--- config.mk ---
export PLATFORM = sky130hd
export DESIGN_NAME = svc_uart_rx
export DESIGN_NICKNAME = d
export VERILOG_FILES = /design/src/rtl/svc_uart_pkg.sv /design/src/rtl/svc_sync_fifo.sv /design/src/rtl/svc_uart_rx.sv
export SDC_FILE = /design/constraint.sdc
export NUM_CORES = 1
export LEC_CHECK = 0
export ABC_AREA = 1
export CELL_PAD_IN_SITES_DETAIL_PLACEMENT = 0
export CELL_PAD_IN_SITES_GLOBAL_PLACEMENT = 2
export CORE_MARGIN = 1
export CORE_UTILIZATION = 34
export CTS_BUF_LIST = sky130_fd_sc_hd__clkbuf_2
export CTS_CLUSTER_DIAMETER = 40
export CTS_CLUSTER_SIZE = 24
export DETAILED_ROUTE_END_ITERATION = 10
export GPL_TIMING_DRIVEN = 0
export HOLD_SLACK_MARGIN = 0.03
export PLACE_DENSITY_LB_ADDON = 0.1
export SLEW_MARGIN = 15
export SYNTH_ARGS = -nofsm -noshare
export SYNTH_HDL_FRONTEND = slang
export SYNTH_HIERARCHICAL = 1
export SYNTH_SLANG_ARGS = --single-unit
--- constraint.sdc ---
create_clock -name clk -period 1.7 [get_ports clk]
set_input_delay 0.34 -clock clk [delete_from_list [all_inputs] [get_ports clk]]
set_output_delay 0.34 -clock clk [all_outputs]
set_load 0.01 [all_outputs]
--- src/rtl/svc_uart_pkg.sv ---
// Shared UART definitions: line FSM states and frame geometry.
// Latency: n/a (types and constants only).
// Backpressure: n/a.
package svc_uart_pkg;

  // Line state shared by the RX and TX engines.
  typedef enum logic [1:0] {
    IDLE  = 2'd0,
    START = 2'd1,
    DATA  = 2'd2,
    STOP  = 2'd3
  } uart_state_t;

  localparam int UART_DATA_BITS = 8;

endpackage

--- src/rtl/svc_sync_fifo.sv ---
// Generic synchronous FIFO with a combinational head read.
// Latency: write to rd_data/!empty is 1 cycle.
// Backpressure: a write while full is dropped unless a read happens in the same cycle.
module svc_sync_fifo #(
  parameter int WIDTH = 8,
  parameter int DEPTH = 8
) (
  input  logic             clk,
  input  logic             rst_n,
  input  logic             wr_en,
  input  logic [WIDTH-1:0] wr_data,
  input  logic             rd_en,
  output logic [WIDTH-1:0] rd_data,
  output logic             full,
  output logic             empty
);

  localparam int AW = $clog2(DEPTH);

  logic [WIDTH-1:0] mem [DEPTH];
  logic [AW-1:0]    wr_ptr;
  logic [AW-1:0]    rd_ptr;
  logic [AW:0]      count;
  logic             do_rd;
  logic             do_wr;

  assign full    = (count == (AW+1)'(DEPTH));
  assign empty   = (count == '0);
  // A read frees the slot in the same cycle, so a write to a full FIFO with a read is kept.
  assign do_rd   = rd_en && !empty;
  assign do_wr   = wr_en && (!full || do_rd);
  assign rd_data = mem[rd_ptr];

  // Storage array: written only, never reset (contents are qualified by count).
  always_ff @(posedge clk) begin
    if (do_wr) mem[wr_ptr] <= wr_data;
  end

  // Pointers and occupancy.
  always_ff @(posedge clk) begin
    if (!rst_n) begin
      wr_ptr <= '0;
      rd_ptr <= '0;
      count  <= '0;
    end else begin
      if (do_wr) wr_ptr <= wr_ptr + AW'(1);
      if (do_rd) rd_ptr <= rd_ptr + AW'(1);
      case ({do_wr, do_rd})
        2'b10:   count <= count + (AW+1)'(1);
        2'b01:   count <= count - (AW+1)'(1);
        default: count <= count;
      endcase
    end
  end

endmodule

--- src/rtl/svc_uart_rx.sv ---
// 8N1 UART receiver: 2-FF synchroniser, centre-sampling FSM, byte stream out; SVC_UART_RX_FIFO_EN selects FIFO storage.
// Latency: rx_valid rises 1 cycle after the mid-stop sample (pin to rx_s is 2 cycles).
// Backpressure: bytes completing while storage is full (and not popped that cycle) are dropped with an overrun pulse.
module svc_uart_rx
  import svc_uart_pkg::*;
#(
  parameter int CLOCK_FREQ = 100_000_000,
  parameter int BAUD_RATE  = 115_200,
  parameter int FIFO_DEPTH = 8
) (
  input  logic       clk,
  input  logic       rst_n,
  input  logic       uart_rx,
  output logic       rx_valid,
  output logic [7:0] rx_data,
  input  logic       rx_ready,
  output logic       frame_err,
  output logic       overrun
);

  localparam int CLKS_PER_BIT = CLOCK_FREQ / BAUD_RATE;
  localparam int CNT_W        = $clog2(CLKS_PER_BIT);
  localparam int IDX_W        = $clog2(UART_DATA_BITS);
  localparam logic [CNT_W-1:0] CNT_HALF = CNT_W'(CLKS_PER_BIT / 2 - 1);
  localparam logic [CNT_W-1:0] CNT_FULL = CNT_W'(CLKS_PER_BIT - 1);
  localparam logic [IDX_W-1:0] IDX_LAST = IDX_W'(UART_DATA_BITS - 1);

  logic [1:0]                sync_q;
  logic                      rx_s;
  uart_state_t               state_q, state_d;
  logic [CNT_W-1:0]          cnt_q, cnt_d;
  logic [IDX_W-1:0]          idx_q, idx_d;
  logic [UART_DATA_BITS-1:0] shift_q, shift_d;
  logic                      armed_q, armed_d;
  logic                      fire;
  logic                      push_vld;
  logic                      ferr_set;
  logic                      ovr_set;
  logic                      pop;

  assign rx_s = sync_q[1];
  assign fire = (cnt_q == '0);

  // Two-stage synchroniser for the asynchronous pin; resets to the idle (high) level.
  always_ff @(posedge clk) begin
    if (!rst_n) sync_q <= 2'b11;
    else        sync_q <= {sync_q[0], uart_rx};
  end

  // FSM and datapath registers.
  always_ff @(posedge clk) begin
    if (!rst_n) begin
      state_q <= IDLE;
      cnt_q   <= '0;
      idx_q   <= '0;
      shift_q <= '0;
      armed_q <= 1'b1;
    end else begin
      state_q <= state_d;
      cnt_q   <= cnt_d;
      idx_q   <= idx_d;
      shift_q <= shift_d;
      armed_q <= armed_d;
    end
  end

  // Next-state: half-bit to mid-start, then whole bits to each data centre and the stop centre.
  always_comb begin
    state_d  = state_q;
    cnt_d    = cnt_q;
    idx_d    = idx_q;
    shift_d  = shift_q;
    armed_d  = armed_q;
    push_vld = 1'b0;
    ferr_set = 1'b0;
    case (state_q)
      IDLE: begin
        // After a framing error the line may still be low (break); wait for it to go high.
        if (!armed_q) begin
          if (rx_s) armed_d = 1'b1;
        end else if (!rx_s) begin
          cnt_d   = CNT_HALF;
          state_d = START;
        end
      end
      START: begin
        if (!fire) begin
          cnt_d = cnt_q - CNT_W'(1);
        end else if (!rx_s) begin
          cnt_d   = CNT_FULL;
          idx_d   = '0;
          state_d = DATA;
        end else begin
          state_d = IDLE;
        end
      end
      DATA: begin
        if (!fire) begin
          cnt_d = cnt_q - CNT_W'(1);
        end else begin
          shift_d = {rx_s, shift_q[UART_DATA_BITS-1:1]};
          cnt_d   = CNT_FULL;
          if (idx_q == IDX_LAST) state_d = STOP;
          else                   idx_d   = idx_q + IDX_W'(1);
        end
      end
      STOP: begin
        if (!fire) begin
          cnt_d = cnt_q - CNT_W'(1);
        end else begin
          // Leave STOP at mid-stop so a start bit directly after the stop bit is seen.
          state_d = IDLE;
          if (rx_s) begin
            push_vld = 1'b1;
          end else begin
            ferr_set = 1'b1;
            armed_d  = 1'b0;
          end
        end
      end
      default: state_d = IDLE;
    endcase
  end

`ifdef SVC_UART_RX_FIFO_EN
  logic       fifo_full;
  logic       fifo_empty;
  logic [7:0] fifo_head;

  assign rx_valid = !fifo_empty;
  assign rx_data  = fifo_empty ? 8'h00 : fifo_head;
  assign pop      = rx_valid && rx_ready;
  assign ovr_set  = push_vld && fifo_full && !pop;

  svc_sync_fifo #(
    .WIDTH (UART_DATA_BITS),
    .DEPTH (FIFO_DEPTH)
  ) u_fifo (
    .clk     (clk),
    .rst_n   (rst_n),
    .wr_en   (push_vld),
    .wr_data (shift_q),
    .rd_en   (pop),
    .rd_data (fifo_head),
    .full    (fifo_full),
    .empty   (fifo_empty)
  );
`else
  logic       hold_vld;
  logic [7:0] hold_dat;
  logic       store_ok;

  assign rx_valid = hold_vld;
  assign rx_data  = hold_dat;
  assign pop      = hold_vld && rx_ready;
  assign store_ok = push_vld && (!hold_vld || pop);
  assign ovr_set  = push_vld && hold_vld && !pop;

  // Single holding register; a same-cycle pop makes room for the incoming byte.
  always_ff @(posedge clk) begin
    if (!rst_n) begin
      hold_vld <= 1'b0;
      hold_dat <= 8'h00;
    end else if (store_ok) begin
      hold_vld <= 1'b1;
      hold_dat <= shift_q;
    end else if (pop) begin
      hold_vld <= 1'b0;
    end
  end
`endif

  // Error pulses, one cycle each.
  always_ff @(posedge clk) begin
    if (!rst_n) begin
      frame_err <= 1'b0;
      overrun   <= 1'b0;
    end else begin
      frame_err <= ferr_set;
      overrun   <= ovr_set;
    end
  end

endmodule
# [After elaboration in Yosys (flattened, before gate mapping)]
# Index checks and enable logic that the tools add are counted.
[word_totals] elab_cells=75 in_bits=4 register_bits=37 out_inout_bits=11
[classes] n_addsub=2 n_reduce_logical=18 eq_ne=15 n_mux=30
[ops] operator="10-bit 2-to-1 mux" count=6
[ops] operator="10-bit case mux with 4 select lines" count=1
[ops] operator="2-bit != test (second input constant)" count=10
[ops] operator="2-bit 2-to-1 mux" count=7
[ops] operator="3-bit 2-to-1 mux" count=4
[ops] operator="10-bit zero test" count=1
[ops] operator="10-bit by 1-bit subtractor with 10-bit output (second input constant)" count=1
[ops] operator="1-bit 2-to-1 mux" count=9
[ops] operator="2-bit case mux with 4 select lines" count=1
[ops] operator="3-bit case mux with 2 select lines" count=1
[ops] operator="3-bit AND reduction" count=2
[ops] operator="6-bit AND reduction" count=1
[ops] operator="2-bit nonzero test" count=3
[ops] operator="5-bit AND reduction" count=1
[ops] operator="2-bit == test (second input constant)" count=2
[ops] operator="1-bit logical AND" count=4
[ops] operator="4-bit AND reduction" count=1
[ops] operator="3-bit by 1-bit adder with 3-bit output (second input constant)" count=1
[ops] operator="3-bit == test (second input constant)" count=1
[ops] operator="3-bit != test (second input constant)" count=1
[ops] operator="2-bit by 1-bit == test with 1-bit output (second input constant)" count=1
[ops] operator="1-bit zero test" count=2
[ops] operator="2-bit zero test" count=1
[ops] operator="1-bit case mux with 2 select lines" count=1
[ops] operator="2 further kinds" count=2

# [Longest topological paths before layout]
[logic_depth] depth_word=5 mapped_depth=11

# [Worst setup path after synthesis]
# No wires, ideal clock.
[synth_path] path_type="register to register" from="reg state_q[0]" to="reg cnt_q[2]" path_stages_with_launch=10 arrival_ns=1.308 synth_period_minus_slack_ns=1.429 path_slack_ns=0.271 setup_ns=0.121 t_required_ns=1.579 path_buffers=1 path_cell_list="dfxtp_1 ha_1 buf_2 inv_1 nand2_1 nand3_1 nand2_2 nor2_1 xor2_1 nor2_1"
[synth_via] elab_chain_cells=3 elab_cells_between_ends=10 cone_classes="7 x eq/ne; 1 x mux; 2 x reduce/logical"
[synth_lines] element="start, declared" line="svc_uart_rx.sv:30" rtl="uart_state_t state_q, state_d;"
[synth_lines] element="start signal, assigned" line="svc_uart_rx.sv:59" rtl="state_q <= state_d;"
[synth_lines] element="2-bit by 1-bit == test with 1-bit output (tied with other cells)" line="svc_uart_rx.sv:76" rtl="case (state_q)"
[synth_lines] element="3-bit != test (no line) / 2-bit != test (equally long branches)"
[synth_lines] element="4-bit AND reduction (no line)"
[synth_lines] element="end signal, assigned" line="svc_uart_rx.sv:60" rtl="cnt_q <= cnt_d;"
[synth_lines] element="end, declared" line="svc_uart_rx.sv:31" rtl="logic [CNT_W-1:0] cnt_q, cnt_d;"
# Several ways; a longest one is shown, not always the timed one.
# A chain may end at the register's enable or synchronous reset.

# [Worst setup path in the final report]
[layout_path] from="reg hold_dat[2] (netlist: rx_data[2])" to="out rx_data[2]"
[layout_rtl] element="start, declared" line="svc_uart_rx.sv:150" rtl="logic [7:0] hold_dat;"
[layout_rtl] element="start signal, assigned" line="svc_uart_rx.sv:166" rtl="hold_dat <= shift_q;"
[layout_rtl] element="end, declared" line="svc_uart_rx.sv:15" rtl="output logic [7:0] rx_data,"
# No word-level cell between the ends.

==> flow_summary.toml <==
[power]
internal_power_mw = 1.84
ir_drop_uv = 530
p_sw_mw = 1.53
powerDensity_nw_per_um2 = 1500
seqPwrFrac = 0.324
combPwrFrac = 0.514
report.power.total_mw = 3.36
swShare = 0.454
p_clk_frac = 0.162
power_leakage_nw = 1.13

[route]
vias_per_cell = 4.48
drt-initial-drc-count = 68
ant_nets = 0
route.vias.total = 1565
dr.pass1.iters = 4
drt_drc_violations_left = 0
wl_per_cell_um = 11.7
wirelength_mm = 4.09

[clock_network]
hold_buffers = 0
cts_tree = "built"
worstSkewPairLatency_ns = 0.38
cts_buffers = 5
cts.clk_slew.worst_paths_ns = 0.18
clock_path_buffers = 2
cts_max_level = 2
cts.sinks = 37
cts_root_buf = "clkbuf_2"

[finish]
final_util = 0.430
num-nets-final = 292
layoutNonFillerInstCount = 349
fin_area_sq_um = 2240
drive_gt1_frac = 0.161
antenna_cells = 0
final.fill_count = 574
final_cell_mix = "nand2_1, inv_1, nor2_1, dfxtp_1, a21oi_1"
layout_commonest_cell = "nand2_1"
areaGrowthSynthToFinish_pct = 19.7

[logic_synthesis]
yosys_warnings = 6
ys_types = 26
synthesis.area_sq_um = 1870
synth_top_area_share = 0.397
seq_area_frac_synth = 0.397
synth.top_cells.by_area = "dfxtp_1, nand2_1, inv_1"
synthCells = 257
synth-seq-cells = 37
synth.avg_cell_area_sq_um = 7.27
yosys.area.top_type = "dfxtp_1"
syn_nets = 270

[placement]
postPlaceCellArea_sq_um = 2100
dp.cells = 341
gp_congestion = 0.716
place_ws_ns = -0.0629
portBuffers = 14
dp_hpwl_mm = 2.95

[min_path]
hp-class = "reg2reg"
hp-start = "sync_q[0]$_SDFF_PN1_"

[floorplanning]
start_util = 0.359
die_x_um = 76.1
rows = 26
core_sq_um = 5200
die_area_sq_um = 5800
die_h_um = 76.1
num_io_pins = 15

[run_status]
outcome = "finished, final reports clean"

[timing]
maxSlewViolCount = 0
finalWorstSetupSlack_ns = 0.0981
setup_violations = 0
fin_tns_setup_ns = 0
timing.final.crit_share = 0.942
rsz0062_at_grt = "yes"
worst_pin_slew_ns = 0.554
fin_crit_ns = 1.60
finalHoldViolCount = 0
max_freq_ghz = 0.624
clock_skew_ns = 0.0162
hold_ws_ns = 0.438
relSlewSlack = 0.631

[global_route]
grt_max_degree = 12
gr-usage-all-layers = 0.155
antenna_found_initial = 0
globalRouteOverflowTotal = 0
grt_pass1_vias = 1500
grt_first_pass_wirelength_mm = 7.04

[worst_setup_path]
cp-start-kind = "flip-flop"
crit_chain = "clkdlybuf4s50_1"
worstSetupPathType = "reg2out"
cp_data_arrival_time_ns = 1.26
path_delay_family = "buffers and inverters"
critical_path.max_stage_delay_ns = 0.53
crit_path_top_delay_cell = "clkdlybuf4s50_1"
crit_path_end_kind = "primary output"
startpoint = "rx_data[2]$_SDFFE_PN0P_"
worst-path-max-fanout = 2
required_ns = 1.36
cp_num_buf_inv = 1
reg2reg_from = "state_q[0]$_SDFFE_PN0P_"

[run]
max_cap_violations = 0
-- path summary, 6_finish.rpt --
path / cells after the start / end / slack [ns]
setup / recovery: 1 / rx_data[2] / 0.1
hold / removal: 1 / sync_q[1]$_SDFF_PN1_ / 0.44
setup reg to reg: 9 / cnt_q[4]$_SDFFE_PN0P_ / 0.13
hold reg to reg: 1 / sync_q[1]$_SDFF_PN1_ / 0.44
-- routing by layer --
metal | part of all wire | vias to the layer above | GRT usage | wire (um)
met5 | 0 | - | 0 | 0
met4 | 0.0061 | 0 | 0.0519 | 25
met3 | 0.026 | 2 | 0.0431 | 107
met2 | 0.45 | 14 | 0.246 | 1830
met1 | 0.52 | 696 | 0.201 | 2130
li1 | - | 853 | - | -
-- flip-flops by register name, indices dropped and copies added, names as in the netlist, named ones only --
name,flops
shift_q,8
rx_data,8
rx_valid,1
state_q,1
idx_q,3
frame_err,1
armed_q,1
cnt_q,10
overrun,1
sync_q,2
-- synth_stat cells --
cell type   n
or2_2       2
nand4_4     1
nor2_2      1
buf_2       2
inv_2       4
nand3b_1    1
nand2_4     3
inv_1      41
nand3_1    14
nor2_1     27
nand4_1     4
a211oi_1    6
xor2_1      4
buf_6       1
nand2_2     3
ha_1        9
nand2_1    49
o32ai_1     1
o21ai_0    14
dfxtp_1    37
clkbuf_1    2
nor2_4      3
clkbuf_2    1
inv_6       1
a21oi_1    24
nor3_1      2
-- power by group through the flow --
stage | Clock, mW | Combinational, mW | Sequential, mW
after floorplan | 0 | 1.34 | 1.08
after global placement | 0 | 1.69 | 1.10
after detailed placement | 0 | 1.67 | 1.10
after CTS | 0.572 | 1.69 | 1.08
after global routing | 0.611 | 1.95 | 1.11
final | 0.544 | 1.73 | 1.09
-- cells by family after synthesis --
logic type | after synthesis | share of synthesized area
AND/OR/NAND/NOR | 110 | 0.281
AO/OA/AOI/OAI | 45 | 0.131
XOR/XNOR | 4 | 0.0188
adder cells (fa/ha/maj) | 9 | 0.0603
flip-flops | 37 | 0.397
buffers and inverters | 52 | 0.113
-- cell type report --
| cell class | count | area [sq um] | area share |
|---|---|---|---|
| inverter | 46 | 183 | 0.0817 |
| buffer | 6 | 36.3 | 0.0162 |
| timing repair buffer | 15 | 178 | 0.0795 |
| multi-input combinational | 168 | 935 | 0.418 |
| tap | 70 | 87.6 | 0.0392 |
| clock inverter | 2 | 35.0 | 0.0157 |
| clock buffer | 5 | 25.0 | 0.0112 |
| sequential | 37 | 757 | 0.339 |
-- what timing repair did --
action / 4_1_cts / 5_1_grt
buffers inserted: 0 / 1
resized for setup: 1 / 29
endpoints found under the setup margin: 1 / 33
pin swaps: 0 / 2
No activity file was read; power rests on OpenSTA's default activity.
